### src/rtl/hazard_pkg.sv
// Shared definitions for the forwarding/hazard unit: slot layout inside the
// in-flight tracker, the bubble value, select encodings and the register compare.
package hazard_pkg;

    // Flag bits sit at the bottom of a slot; rd and the rs array follow.
    localparam int OFF_VALID    = 0;
    localparam int OFF_REGWRITE = 1;
    localparam int OFF_MEMREAD  = 2;
    localparam int OFF_MEMWRITE = 3;
    localparam int OFF_RD       = 4;

    localparam int MAX_AW     = 32;
    localparam int MAX_SLOT_W = 1024;

    // A bubble is an all-zero slot, so valid, regwrite and every address read 0.
    localparam logic [MAX_SLOT_W-1:0] BUBBLE = '0;

    localparam int SEL_RF        = 0;
    localparam int STORE_DATA_OP = 1;

    function automatic int sel_width(input int depth);
        return $clog2(depth + 1);
    endfunction

    function automatic int rs_offset(input int reg_aw);
        return OFF_RD + reg_aw;
    endfunction

    function automatic int slot_width(input int num_src, input int reg_aw);
        return OFF_RD + reg_aw * (num_src + 1);
    endfunction

    // x0 is hard-wired to zero, so a write to it never produces a usable result.
    function automatic logic writes_reg(input logic valid, input logic regwrite,
                                        input logic [MAX_AW-1:0] rd,
                                        input logic [MAX_AW-1:0] r);
        return valid && regwrite && (rd == r) && (r != '0);
    endfunction

endpackage

### src/rtl/fwd_match.sv
// Priority bypass select for one source register against the post-EX stages;
// the youngest stage holding a usable result wins.
module fwd_match
    import hazard_pkg::*;
#(
    parameter int REG_AW   = 5,
    parameter int DEPTH    = 2,
    parameter int LOAD_LAT = 1,
    localparam int SEL_W   = sel_width(DEPTH)
) (
    input  logic [REG_AW-1:0]       addr,
    input  logic [DEPTH-1:0]        valid,
    input  logic [DEPTH-1:0]        regwrite,
    input  logic [DEPTH-1:0]        memread,
    input  logic [DEPTH*REG_AW-1:0] rd,
    output logic [SEL_W-1:0]        sel
);

    // Scan oldest to youngest so the last hit written is the youngest stage.
    always_comb begin
        sel = SEL_W'(SEL_RF);
        for (int k = DEPTH; k >= 1; k--) begin
            if (writes_reg(valid[k-1], regwrite[k-1],
                           MAX_AW'(rd[(k-1)*REG_AW +: REG_AW]), MAX_AW'(addr))
                && !(memread[k-1] && (k <= LOAD_LAT)))
                sel = SEL_W'(k);
        end
    end

endmodule

### src/rtl/fwd_hazard_unit.sv
// Tracks in-flight destinations from ID/EX through DEPTH later stages and
// produces EX operand bypass selects, load-use stalls and load-to-store forwarding.
module fwd_hazard_unit
    import hazard_pkg::*;
#(
    parameter int NUM_SRC  = 2,
    parameter int REG_AW   = 5,
    parameter int DEPTH    = 2,
    parameter int LOAD_LAT = 1,
    parameter int CNT_W    = 16,
    localparam int SEL_W   = sel_width(DEPTH)
) (
    input  logic                      clk,
    input  logic                      reset,
    input  logic                      id_valid,
    input  logic [NUM_SRC*REG_AW-1:0] id_rs,
    input  logic [REG_AW-1:0]         id_rd,
    input  logic                      id_regwrite,
    input  logic                      id_memread,
    input  logic                      id_memwrite,
    input  logic                      flush,
    output logic [NUM_SRC*SEL_W-1:0]  ex_fwd_sel,
    output logic                      mem_src,
    output logic                      stall,
    output logic [CNT_W-1:0]          stall_cnt
);

    localparam int SLOT_W = slot_width(NUM_SRC, REG_AW);
    localparam int RS_OFF = rs_offset(REG_AW);
    localparam logic [SLOT_W-1:0] SLOT_BUBBLE = BUBBLE[SLOT_W-1:0];

    // slot[0] is the EX slot, slot[k] is k stages past EX.
    logic [DEPTH:0][SLOT_W-1:0] slot;
    logic [SLOT_W-1:0]          id_slot;

    logic [DEPTH-1:0]           st_valid;
    logic [DEPTH-1:0]           st_regwrite;
    logic [DEPTH-1:0]           st_memread;
    logic [DEPTH*REG_AW-1:0]    st_rd;
    logic [NUM_SRC*SEL_W-1:0]   raw_sel;

    always_comb begin
        id_slot                             = SLOT_BUBBLE;
        id_slot[OFF_VALID]                  = id_valid;
        id_slot[OFF_REGWRITE]               = id_regwrite;
        id_slot[OFF_MEMREAD]                = id_memread;
        id_slot[OFF_MEMWRITE]               = id_memwrite;
        id_slot[OFF_RD +: REG_AW]           = id_rd;
        id_slot[RS_OFF +: NUM_SRC*REG_AW]   = id_rs;
    end

    // The tracker advances every cycle; a stalled or flushed ID slot becomes a bubble.
    always_ff @(posedge clk) begin
        if (reset) begin
            for (int k = 0; k <= DEPTH; k++)
                slot[k] <= SLOT_BUBBLE;
            stall_cnt <= '0;
        end else begin
            for (int k = 1; k <= DEPTH; k++)
                slot[k] <= slot[k-1];
            slot[0] <= (id_valid && !stall && !flush) ? id_slot : SLOT_BUBBLE;
            if (stall && (stall_cnt != '1))
                stall_cnt <= stall_cnt + CNT_W'(1);
        end
    end

    always_comb begin
        st_valid    = '0;
        st_regwrite = '0;
        st_memread  = '0;
        st_rd       = '0;
        for (int k = 1; k <= DEPTH; k++) begin
            st_valid[k-1]                   = slot[k][OFF_VALID];
            st_regwrite[k-1]                = slot[k][OFF_REGWRITE];
            st_memread[k-1]                 = slot[k][OFF_MEMREAD];
            st_rd[(k-1)*REG_AW +: REG_AW]   = slot[k][OFF_RD +: REG_AW];
        end
    end

    for (genvar i = 0; i < NUM_SRC; i++) begin : g_src
        fwd_match #(
            .REG_AW   (REG_AW),
            .DEPTH    (DEPTH),
            .LOAD_LAT (LOAD_LAT)
        ) u_match (
            .addr     (slot[0][RS_OFF + i*REG_AW +: REG_AW]),
            .valid    (st_valid),
            .regwrite (st_regwrite),
            .memread  (st_memread),
            .rd       (st_rd),
            .sel      (raw_sel[i*SEL_W +: SEL_W])
        );
    end

    assign ex_fwd_sel = slot[0][OFF_VALID] ? raw_sel : '0;

    // A load still within its latency blocks any consumer, except store data
    // against an EX-slot load, which is picked up later through mem_src.
    always_comb begin
        stall = 1'b0;
        if (id_valid && !flush) begin
            for (int i = 0; i < NUM_SRC; i++) begin
                for (int p = 0; p < LOAD_LAT; p++) begin
                    if (slot[p][OFF_MEMREAD]
                        && writes_reg(slot[p][OFF_VALID], slot[p][OFF_REGWRITE],
                                      MAX_AW'(slot[p][OFF_RD +: REG_AW]),
                                      MAX_AW'(id_rs[i*REG_AW +: REG_AW]))
                        && !(id_memwrite && (i == STORE_DATA_OP) && (p == 0)))
                        stall = 1'b1;
                end
            end
        end
    end

    assign mem_src = slot[1][OFF_VALID] && slot[1][OFF_MEMWRITE]
                  && slot[2][OFF_VALID] && slot[2][OFF_MEMREAD]
                  && (slot[2][OFF_RD +: REG_AW] != '0)
                  && (slot[2][OFF_RD +: REG_AW]
                      == slot[1][RS_OFF + STORE_DATA_OP*REG_AW +: REG_AW]);

endmodule

### config.mk
export PLATFORM = sky130hd
export DESIGN_NAME = fwd_hazard_unit
export DESIGN_NICKNAME = d
export VERILOG_FILES = /design/src/rtl/hazard_pkg.sv /design/src/rtl/fwd_match.sv /design/src/rtl/fwd_hazard_unit.sv
export SDC_FILE = /design/constraint.sdc
export NUM_CORES = 1
export LEC_CHECK = 0
export CAP_MARGIN = 20
export CORE_ASPECT_RATIO = 0.6
export CORE_MARGIN = 2
export CORE_UTILIZATION = 56
export CTS_CLUSTER_DIAMETER = 40
export DETAILED_ROUTE_END_ITERATION = 8
export PLACE_DENSITY = 0.85
export SETUP_SLACK_MARGIN = 0.05
export SYNTH_ARGS = -nofsm -noshare
export SYNTH_HDL_FRONTEND = slang
export SYNTH_HIERARCHICAL = 1
export SYNTH_SLANG_ARGS = --single-unit
### constraint.sdc
create_clock -name clk -period 5.8 [get_ports clk]
set_input_delay 1.74 -clock clk [delete_from_list [all_inputs] [get_ports clk]]
set_output_delay 1.74 -clock clk [all_outputs]
set_load 0.03 [all_outputs]
After elaboration in Yosys (flattened, before gate mapping)
Index checks and enable logic that the tools add are counted.

Reduce and logical (&&, ||, !) cells: 39. Multiplexer cells: 8. Bitwise logic cells: 1. Divide/modulo/power cells: 0. Shift-type cells: 0. Equal/unequal tests: 8. Multiply operators: 0. Add/sub/neg operators: 1. Magnitude comparators: 0.

Operators with widths (count): 5-bit equality test (7); 1-bit logical AND (29); 5-bit nonzero test (5); 16-bit by 1-bit adder with 16-bit output, second input constant (1); 16-bit inequality test, second input constant (1); 2-bit 2-to-1 mux (4); 1-bit logical NOT (4); 4-bit 2-to-1 mux (1); 1-bit 2-to-1 mux (3); 2-bit OR reduction (1); 1-bit NOT (1).

Memory bits (writable): 0. Word-level logic and storage cells: 61. Bits in read-only memories: 0. Memories: 0. Input port bits: 22. Latch bits: 0. Register bits: 63.

Longest topological paths before layout
Gate-level depths: netlist (run 1).

Depth in word-level cells: 12. Mapped depth: 9. Depth with buffers taken out: 6.

Cells and area by module
Netlist (run 1), hierarchy kept.

Modules (own cells, without submodules): fwd_hazard_unit (sequential area each 1141.1 sq um, area an instance 2249.7 sq um, instances 1, cells an instance 228); fwd_match (sequential area each 0.0 sq um, area an instance 157.7 sq um, instances 2, cells an instance 18).

Least setup slack after synthesis (run 1)
Ideal clock, no wire load.

Kind: in2out. From: input port id_rs[4]. To: output port stall. Data required time: 4060 ps. Arrival time: 3020 ps. Path slack: 1040 ps. Cell stages on the path: 8. Buffers on the path: 3. Cells stage by stage: or2_0 -> o21ai_0 -> nand4b_1 -> and2_4 -> buf_6 -> buf_6 -> buf_2 -> inv_1.

Word-level cells in the longest chain between the ends: 7. Elaborated cells between the ends (all ways): 8.

Ends and longest elaborated chain: start, declared (line fwd_hazard_unit.sv:16) `input logic [NUM_SRC*REG_AW-1:0] id_rs,`; 5-bit equality test (line hazard_pkg.sv:37) `return valid && regwrite && (rd == r) && (r != '0);`; 1-bit logical AND (line hazard_pkg.sv:37); 1-bit logical AND (*) (line hazard_pkg.sv:37); 1-bit logical AND (*) (line fwd_hazard_unit.sv:105) `&& writes_reg(slot[p][OFF_VALID], slot[p][OFF_REGWRITE],`; 1-bit 2-to-1 mux (*) (2 in series) (line fwd_hazard_unit.sv:104) `if (slot[p][OFF_MEMREAD]`; 1-bit 2-to-1 mux (*) (line fwd_hazard_unit.sv:101) `if (id_valid && !flush) begin`; end, declared (line fwd_hazard_unit.sv:24) `output logic stall,`.

Mark *: on every way between the ends. The rest lies on a longest branch, timed or not.

Worst setup path after layout (run 1)
Ends and elaborated chain as after synthesis.

==> reports/results.ini, run 1 <==
[final_layout]
layout_common_cells=57 x dfxtp_1, 43 x clkdlybuf4s50_1, 27 x nor2b_1
finish.instance_area_mm2=0.00331
layout_commonest_cell=dfxtp_1
multiInputGateArea_mm2=0.00134
n_fill_cell=320
antenna_cells=0
syn2layout_area_growth_pct=28.9
layout.nets=334
seq_area_mm2=0.00114
drive_above_1_share_pct=9.49

[yosys]
netlist_area_mm2=0.00256
synth_seq_cells=57
netlist_instances=264
syn_nets=287
synth_top_area_cell=dfxtp_1
yosysWarnings=6
ys_seq_area_share_pct=44.5
synthArstFlopShare_pct=0
yosys.cell_types.count=38
synth_ff_type=dfxtp_1
synth_top_area_share_pct=44.5
syn_avg_cell_area_um2=9.72
netlist_top_cells_area=dfxtp_1 44%, xnor2_1 7.2%, nor2b_1 6.6%, and2_1 5.6%, xor2_1 3.8%
synth_edf_count=0

[floorplanning]
die_height_um=56.4
pin_count=44
initial_core_util_pct=57.1
dieArea_mm2=0.00516
core_area_mm2=0.00449
dieWidth_um=91.4
placementRows=19

[global_route]
grt_pass1_vias=1897
grt_max_degree=44
grt_pass1_wl_mm=9.00
overflow=0
antenna_found_initial=0
gr-usage-all-layers_pct=22.6

[sta]
slew_viol_final=0
finalWorstSetupSlack_ns=0.329
tightestPinTransition_ns=0.765
hold_ws_ns=0.466
rsz0062_at_grt=no
setup_tns_ns=0
finalCritPeriodShare_pct=94.3
hold_viol_final=0
max_slew_margin_pct=49.0
finalCriticalPeriod_ns=5.47
fmax_ghz=0.183
finalSetupViolCount=0
fin_skew_ns=0.00512

[clocking]
cts_max_level=3
path_clk_slew_ns=0.06
ctsResizeCount=0
numCtsBuffers=9
cts_sinks=57
root_buffer=clkbuf_8
cts_tree=done
postCtsSetupRepairBufs=0
ctsHoldBuffers=0
clockBufferDepth=2
clk_latency_ns=0.33

[placement]
post_dp_cell_area_mm2=0.00303
pre_cts_ws_ns=0.349
io_buffer_count=43
gp_congestion=0.777
hpwl_mm=3.89

[pwr]
powerDensity_mw_per_mm2=289
power.total_uw=955
vdd_ir_drop_max_v=0.000292
p_sw_uw=179
intPower_uw=776
seqPwrFrac_pct=42.3
clock_power_share_pct=52.8
p_leak_nw=1.23
power_frac_comb_pct=4.9
switching_share_pct=18.8

[worst_setup_path]
critPathArrivalTime_ns=3.73
required_ns=4.06
reg2reg_depth=5
crit_type=in2out
ff2ff_setup_slack_ns=3.58
worstPathMaxFanout=3
crit_path_start_kind=primary input
endpoint_kind=primary output

[worst_hold_path]
hold_path.class=reg2reg
whs_path_depth=1

[run_status]
outcome=completed

[route]
drt_pre_antenna_iters=4
drc=0
postRouteAntennaNets=0
wl_per_cell_um=14.4
routed_wl_mm=5.46
via_count=2018
viasPerCell=5.32
dr.first_iter.drc_count=113

[flow_run]
max-cap-violations=0

-- synthesized netlist by cell type (2+ instances only) --
cell type and instances:
o2111a_1 2, mux2_2 4, dfxtp_1 57, clkbuf_1 4
or3_1 3, o211ai_2 2, nor3_1 5, or4_4 2
o31ai_1 9, nor2b_1 27, nor4_1 6, and3b_1 2
or2_0 2, nand4_1 6, nand3_1 9, xor2_1 11
nand2_1 6, o211a_1 2, and3_1 2, xnor2_1 21
and2_1 23, buf_6 3, a21oi_1 14, buf_2 2
or4_1 9, o21ai_0 5, inv_1 6, nor2_1 9
nand4b_1 2
-- critical path, stage by stage --
cell and delay (ns):
clkdlybuf4s50_1 0.45, or2_0 0.22, o21ai_0 0.25, nand4b_1 0.17
and2_4 0.19, inv_1 0.05, clkdlybuf4s50_1 0.66
-- power groups by stage --
stage	registers [mW]	logic, mW	clock network, mW
finish	0.404	0.0469	0.504
global route	0.405	0.0509	0.524
CTS	0.404	0.0466	0.511
detailed placement	0.413	0.0462	0
global placement	0.413	0.0452	0
floorplan	0.411	0.0249	0
-- stage by stage --
| step | util, % | cells |
|---|---|---|
| finish | 73.6 | 379 |
| global route | 73.6 | 379 |
| CTS | 73.6 | 379 |
| detailed placement | 67.4 | 363 |
| global placement | 67.4 | 363 |
| floorplan | - | 264 |
-- logic make-up after synthesis --
family          after synthesis  share of synthesized area, %
simple gates                118                          28.4
buf+inv                      15                          3.17
fa+ha+maj                     1                         0.488
xor+xnor                     32                          10.9
flops                        57                          44.5
mux                           4                          1.76
compound gates               37                          10.7
-- final cells by class --
class                           count  area share (%)
Sequential cell                    57            34.5
Clock buffer                       11            4.58
Multi-Input combinational cell    192            40.6
Tap cell                           63            2.38
Inverter                            6           0.681
Clock inverter                      5            3.78
Timing Repair Buffer               45            13.5
-- worst paths after layout --
kind,from,to
worst max-delay path,id_rs[4],stall
worst min-delay path,slot[1],slot[20]
worst max register to register,stall_cnt[7],stall_cnt[6]
worst min register to register,slot[1],slot[20]
-- sequential cells by signal (all words and copies together) (netlist names) --
| register | flops |
|---|---|
| slot | 41 |
| stall_cnt | 16 |
-- routing by layer --
layer,GRT usage (%),part of all wire (%),vias to the layer above
li1,-,-,1023
met3,7.79,5.2,6
met5,0,0,-
met2,31.7,42,62
met4,7.79,1.0,0
met1,32.3,51,927
No activity file was read; power rests on OpenSTA's default activity.
==> run 2, diff against run 1 <==
Settings changed: CORE_ASPECT_RATIO 0.6 to 0.75.
==> reports/results.ini, run 2 (synthesis results as in run 1) <==
[route]
drc=0  ; unchanged
drt_pre_antenna_iters=4  ; unchanged
wl_per_cell_um=14.0  ; was 14.4 um
viasPerCell=5.48  ; was 5.32
routed_wl_mm=5.21  ; was 5.46 mm
via_count=2040  ; was 2018
dr.first_iter.drc_count=102  ; was 113
postRouteAntennaNets=0  ; unchanged

[worst_setup_path]
critPathArrivalTime_ns=3.50  ; was 3.73 ns
endpoint_kind=primary output  ; unchanged
timing.rr.start=slot[6]  ; was stall_cnt[7]
reg2reg_depth=6  ; was 5
worstPathMaxFanout=28  ; was 3
crit_type=in2out  ; unchanged
ff2ff_setup_slack_ns=3.62  ; was 3.58 ns
crit_path_start_kind=primary input  ; unchanged
crit_chain=clkdlybuf4s50_1 > or2_0 > o21ai_0 > nand4b_1 > and2_4 > inv_1 > dlymetal6s2s_1  ; was clkdlybuf4s50_1 > or2_0 > o21ai_0 > nand4b_1 > and2_4 > inv_1 > clkdlybuf4s50_1
slowest_delay_ns=0.44  ; was 0.66 ns
slowest_stage=clkdlybuf4s50_1  ; unchanged
worst_r2r_endpoint=slot[17]  ; was stall_cnt[6]
required_ns=4.06  ; about the same

[worst_hold_path]
hold_path.class=reg2reg  ; unchanged
worstHoldEndpoint=slot[22]  ; was slot[20]
whs_path_depth=1  ; unchanged
worstHoldStart=slot[3]  ; was slot[1]

[final_layout]
regMostFlops=slot  ; unchanged
layout.nets=333  ; was 334
n_fill_cell=325  ; was 320
layout_commonest_cell=dfxtp_1  ; unchanged
antenna_cells=0  ; unchanged
reg.largest.list=slot x41, stall_cnt x16  ; unchanged
drive_above_1_share_pct=8.89  ; was 9.49%
syn2layout_area_growth_pct=25.9  ; was 28.9%
layout_common_cells=57 x dfxtp_1, 42 x clkdlybuf4s50_1, 27 x nor2b_1  ; was 57 x dfxtp_1, 43 x clkdlybuf4s50_1, 27 x nor2b_1
largest_reg_flops=41  ; unchanged

[sta]
max_slew_margin_pct=47.8  ; was 49.0%
slew_viol_final=0  ; unchanged
hold_viol_final=0  ; unchanged
fin_skew_ns=0.00762  ; was 0.00512 ns
finalCritPeriodShare_pct=90.3  ; was 94.3%
fmax_ghz=0.191  ; was 0.183 GHz
finalSetupViolCount=0  ; unchanged
tightestPinTransition_ns=0.783  ; was 0.765 ns
finalCriticalPeriod_ns=5.24  ; was 5.47 ns
setup_tns_ns=0  ; unchanged
rsz0062_at_grt=no  ; unchanged

[pwr]
p_leak_nw=1.21  ; was 1.23 nW
power.total_uw=843  ; was 955 uW
powerDensity_mw_per_mm2=261  ; was 289 mW/mm2
vdd_ir_drop_max_v=0.000210  ; was 0.000292 V

[global_route]
grt_pass1_vias=1824  ; was 1897
grt_pass1_wl_mm=8.63  ; was 9.00 mm
grt_max_degree=44  ; unchanged
overflow=0  ; unchanged
antenna_found_initial=0  ; unchanged
gr-usage-all-layers_pct=22.4  ; was 22.6%

[clocking]
clockBufferDepth=2  ; unchanged
cts_sinks=57  ; unchanged
postCtsSetupRepairBufs=0  ; unchanged
path_clk_slew_ns=0.07  ; was 0.06 ns
cts_max_level=3  ; unchanged
root_buffer=clkbuf_8  ; unchanged
clk_latency_ns=0.34  ; was 0.33 ns
numCtsBuffers=9  ; unchanged
cts_tree=done  ; unchanged

[flow_run]
max-cap-violations=0  ; unchanged

[floorplanning]
die_height_um=62.6  ; was 56.4 um
dieWidth_um=82.1  ; was 91.4 um
placementRows=21  ; was 19
pin_count=44  ; unchanged
core_area_mm2=0.00444  ; was 0.00449 mm2
dieArea_mm2=0.00514  ; was 0.00516 mm2
initial_core_util_pct=57.8  ; was 57.1%

[placement]
io_buffer_count=43  ; unchanged
hpwl_mm=3.73  ; was 3.89 mm
gp_congestion=0.835  ; was 0.777

[run_status]
outcome=completed  ; unchanged

[run 2: report_power, final]
part           internal [mW]  leakage, nW  switching (mW)
clock                  0.239        0.106           0.153
sequential             0.397        0.461         0.00668
combinational         0.0268        0.640          0.0193
total                  0.664         1.21           0.179
[run 2: worst max path at each step]
stage | cells after the start | start | endpoint
after floorplan | 8 | id_rs[4] | stall
after CTS | 7 | id_rs[4] | stall
after detailed placement | 7 | id_rs[4] | stall
after global routing | 7 | id_rs[9] | stall
after global placement | 7 | id_rs[5] | stall
final | 7 | id_rs[4] | stall
[run 2: worst max-delay path: cells and delay by family]
kind                   cells  cell delay, ns
and+or+nand+nor            3            0.68
buffers and inverters      3            0.84
AOI/OAI and AO/OA          1            0.23
[run 2: timing repair]
action / in CTS / in global routing
hold buffers: 0 / 0
setup endpoints to repair: 0 / 1
gates resized for setup: 0 / 1
[run 2: stage by stage]
step	instances	hold slack [ns]	instance area [um2]	setup WS, ns	util (%)
3_5_place_dp	356	0.452	3020	0.185	67.9
5_1_grt	372	0.465	3230	0.398	72.7
6_report	372	0.457	3230	0.563	72.7
2_1_floorplan	264	0.414	2560	1.04	-
4_1_cts	372	0.460	3230	0.177	72.6
3_3_place_gp	356	0.457	3020	0.298	67.9
[run 2: metal layers]
layer	vias to the layer above	track usage, %	wire [um]
met5	-	0	0
met4	0	11.3	144
li1	1026	-	-
met3	16	7.37	215
met1	951	30.4	2580
met2	47	31.7	2270
[run 2: layout make-up]
type	count	area [um2]	area share [%]
clock buffer	10	128	3.95
clock inverter	6	82.6	2.56
inverter	6	22.5	0.698
multi-input combinational	192	1340	41.6
sequential	57	1140	35.3
tap	57	71.3	2.21
timing repair buffer	44	440	13.6
==> run 3, diff against run 2 <==
Settings changed: CORE_UTILIZATION 56 to 45, PLACE_DENSITY 0.85 to 0.71.
==> reports/results.ini, run 3 (synthesis results as in run 1) <==
[sta]
fin_skew_ns=0.00504  ; was 0.00762 ns
max_slew_margin_pct=46.9  ; was 47.8%
setup_tns_ns=0  ; unchanged
finalCriticalPeriod_ns=5.45  ; was 5.24 ns
tightestPinTransition_ns=0.796  ; was 0.783 ns
hold_viol_final=0  ; unchanged
slew_viol_final=0  ; unchanged
rsz0062_at_grt=no  ; unchanged
finalCritPeriodShare_pct=93.9  ; was 90.3%
fmax_ghz=0.184  ; was 0.191 GHz
finalSetupViolCount=0  ; unchanged

[final_layout]
seq_area_mm2=0.00114  ; unchanged
syn2layout_area_growth_pct=26.8  ; was 25.9%
fin_util_pct=60.1  ; was 72.7%
drive_above_1_share_pct=8.86  ; was 8.89%
layout_common_cells=57 x dfxtp_1, 43 x clkdlybuf4s50_1, 27 x nor2b_1  ; was 57 x dfxtp_1, 42 x clkdlybuf4s50_1, 27 x nor2b_1
multiInputGateArea_mm2=0.00134  ; unchanged
reg.largest.list=slot x41, stall_cnt x16  ; unchanged
finish.instance_area_mm2=0.00325  ; was 0.00323 mm2
regMostFlops=slot  ; unchanged
antenna_cells=0  ; unchanged
layout.nets=334  ; was 333
n_fill_cell=488  ; was 325
layout_commonest_cell=dfxtp_1  ; unchanged
largest_reg_flops=41  ; unchanged

[floorplanning]
dieArea_mm2=0.00633  ; was 0.00514 mm2
initial_core_util_pct=47.4  ; was 57.8%
dieWidth_um=91.2  ; was 82.1 um
pin_count=44  ; unchanged
core_area_mm2=0.00541  ; was 0.00444 mm2
die_height_um=69.4  ; was 62.6 um
placementRows=23  ; was 21

[worst_setup_path]
crit_type=in2out  ; unchanged
timing.critical_path.mode_cell=clkdlybuf4s50_1
crit_chain=clkdlybuf4s50_1 > or2_0 > o21ai_0 > nand4b_1 > and2_4 > inv_1 > clkdlybuf4s50_1  ; was clkdlybuf4s50_1 > or2_0 > o21ai_0 > nand4b_1 > and2_4 > inv_1 > dlymetal6s2s_1
slowest_stage=clkdlybuf4s50_1  ; unchanged
crit_family=buffers and inverters  ; unchanged
worstPathMaxFanout=3  ; was 28
critPathArrivalTime_ns=3.71  ; was 3.50 ns
slowest_delay_ns=0.65  ; was 0.44 ns
required_ns=4.06  ; about the same
crit_path_start_kind=primary input  ; unchanged
cp.buffers_inverters=3  ; unchanged
endpoint_kind=primary output  ; unchanged

[route]
viasPerCell=5.09  ; was 5.48
wl_per_cell_um=13.7  ; was 14.0 um
postRouteAntennaNets=0  ; unchanged
drt_pre_antenna_iters=4  ; unchanged
routed_wl_mm=5.34  ; was 5.21 mm
drc=0  ; unchanged
via_count=1990  ; was 2040
dr.first_iter.drc_count=87  ; was 102

[clocking]
numCtsBuffers=9  ; unchanged
clockBufferDepth=2  ; unchanged
path_clk_slew_ns=0.07  ; about the same
cts_tree=done  ; unchanged
clk_latency_ns=0.34  ; about the same
cts_max_level=3  ; unchanged
ctsResizeCount=0  ; unchanged
postCtsSetupRepairBufs=0  ; unchanged
root_buffer=clkbuf_8  ; unchanged
ctsHoldBuffers=0  ; unchanged
cts_sinks=57  ; unchanged

[pwr]
intPower_uw=657  ; was 664 uW
vdd_ir_drop_max_v=0.000189  ; was 0.000210 V
power.total_uw=834  ; was 843 uW
powerDensity_mw_per_mm2=256  ; was 261 mW/mm2
clock_power_share_pct=46.0  ; was 46.6%
switching_share_pct=21.2  ; was 21.3%
seqPwrFrac_pct=48.4  ; was 48.0%
p_leak_nw=1.19  ; was 1.21 nW
power_frac_comb_pct=5.5  ; about the same
p_sw_uw=177  ; was 179 uW

[global_route]
gr-usage-all-layers_pct=17.9  ; was 22.4%
grt_pass1_vias=1878  ; was 1824
grt_pass1_wl_mm=8.91  ; was 8.63 mm
overflow=0  ; unchanged
grt_max_degree=44  ; unchanged
antenna_found_initial=0  ; unchanged

[placement]
hpwl_mm=3.85  ; was 3.73 mm
post_dp_cell_area_mm2=0.00305  ; was 0.00302 mm2
io_buffer_count=43  ; unchanged
gp_congestion=0.805  ; was 0.835

[run_status]
outcome=completed  ; unchanged

[flow_run]
max-cap-violations=0  ; unchanged

[worst_hold_path]
hold_path.class=reg2reg  ; unchanged

[run 3: cell types whose count changed in the layout (fill, tap and decap cells not counted), sizes merged]
| cell | before | now |
|---|---|---|
| buf | 1 | 2 |
| clkinvlp | 1 | 0 |
| clkinv | 3 | 1 |
| bufinv | 2 | 1 |
| clkdlybuf4s50 | 42 | 43 |
| clkbuf | 10 | 14 |
| dlymetal6s2s | 1 | 0 |
[run 3: final timing paths]
| kind | start | slack [ns] | cells past startpoint | endpoint |
|---|---|---|---|---|
| max | id_rs[4] | 0.35 | 7 | stall |
| min | slot[3] | 0.46 | 1 | slot[22] |
| min reg2reg | slot[3] | 0.46 | 1 | slot[22] |
| max reg2reg | stall_cnt[7] | 3.60 | 5 | stall_cnt[2] |
[run 3: area by class of cell]
class,count,area share (%)
timing repair buffer,45,13.7
inverter,6,0.692
multi-input combinational,192,41.3
sequential,57,35.1
clock buffer,14,5.31
clock inverter,2,1.08
tap,75,2.88
[run 3: worst register-to-register path: stages, from the launching register on]
cell and delay [ns]:
dfxtp_1 0.44, nand4_1 0.23, or3_1 0.47, nor2_1 0.53, nor3_1 0.13, mux2_2 0.29
[run 3: routing by layer]
metal | track usage (%) | vias up | routed length, um
met3 | 4.67 | 10 | 241
met2 | 25.8 | 39 | 2220
li1 | - | 1021 | -
met4 | 10.1 | 0 | 131
met5 | 0 | - | 0
met1 | 24.4 | 920 | 2750
[run 3: power by group through the flow]
stage	Combinational, mW	Sequential, mW	Clock [mW]
detailed placement	0.0464	0.413	0
floorplan	0.0249	0.411	0
global route	0.0511	0.405	0.409
finish	0.0463	0.404	0.384
global placement	0.0458	0.413	0
CTS	0.0468	0.404	0.392
[run 3: per-stage QoR]
step | hold slack (ns) | worst slack [ns] | instances
after floorplan | 0.414 | 1.04 | 264
after global placement | 0.452 | 0.393 | 375
after detailed placement | 0.459 | 0.346 | 375
after CTS | 0.463 | 0.345 | 391
after global routing | 0.466 | 0.221 | 391
final | 0.465 | 0.353 | 391
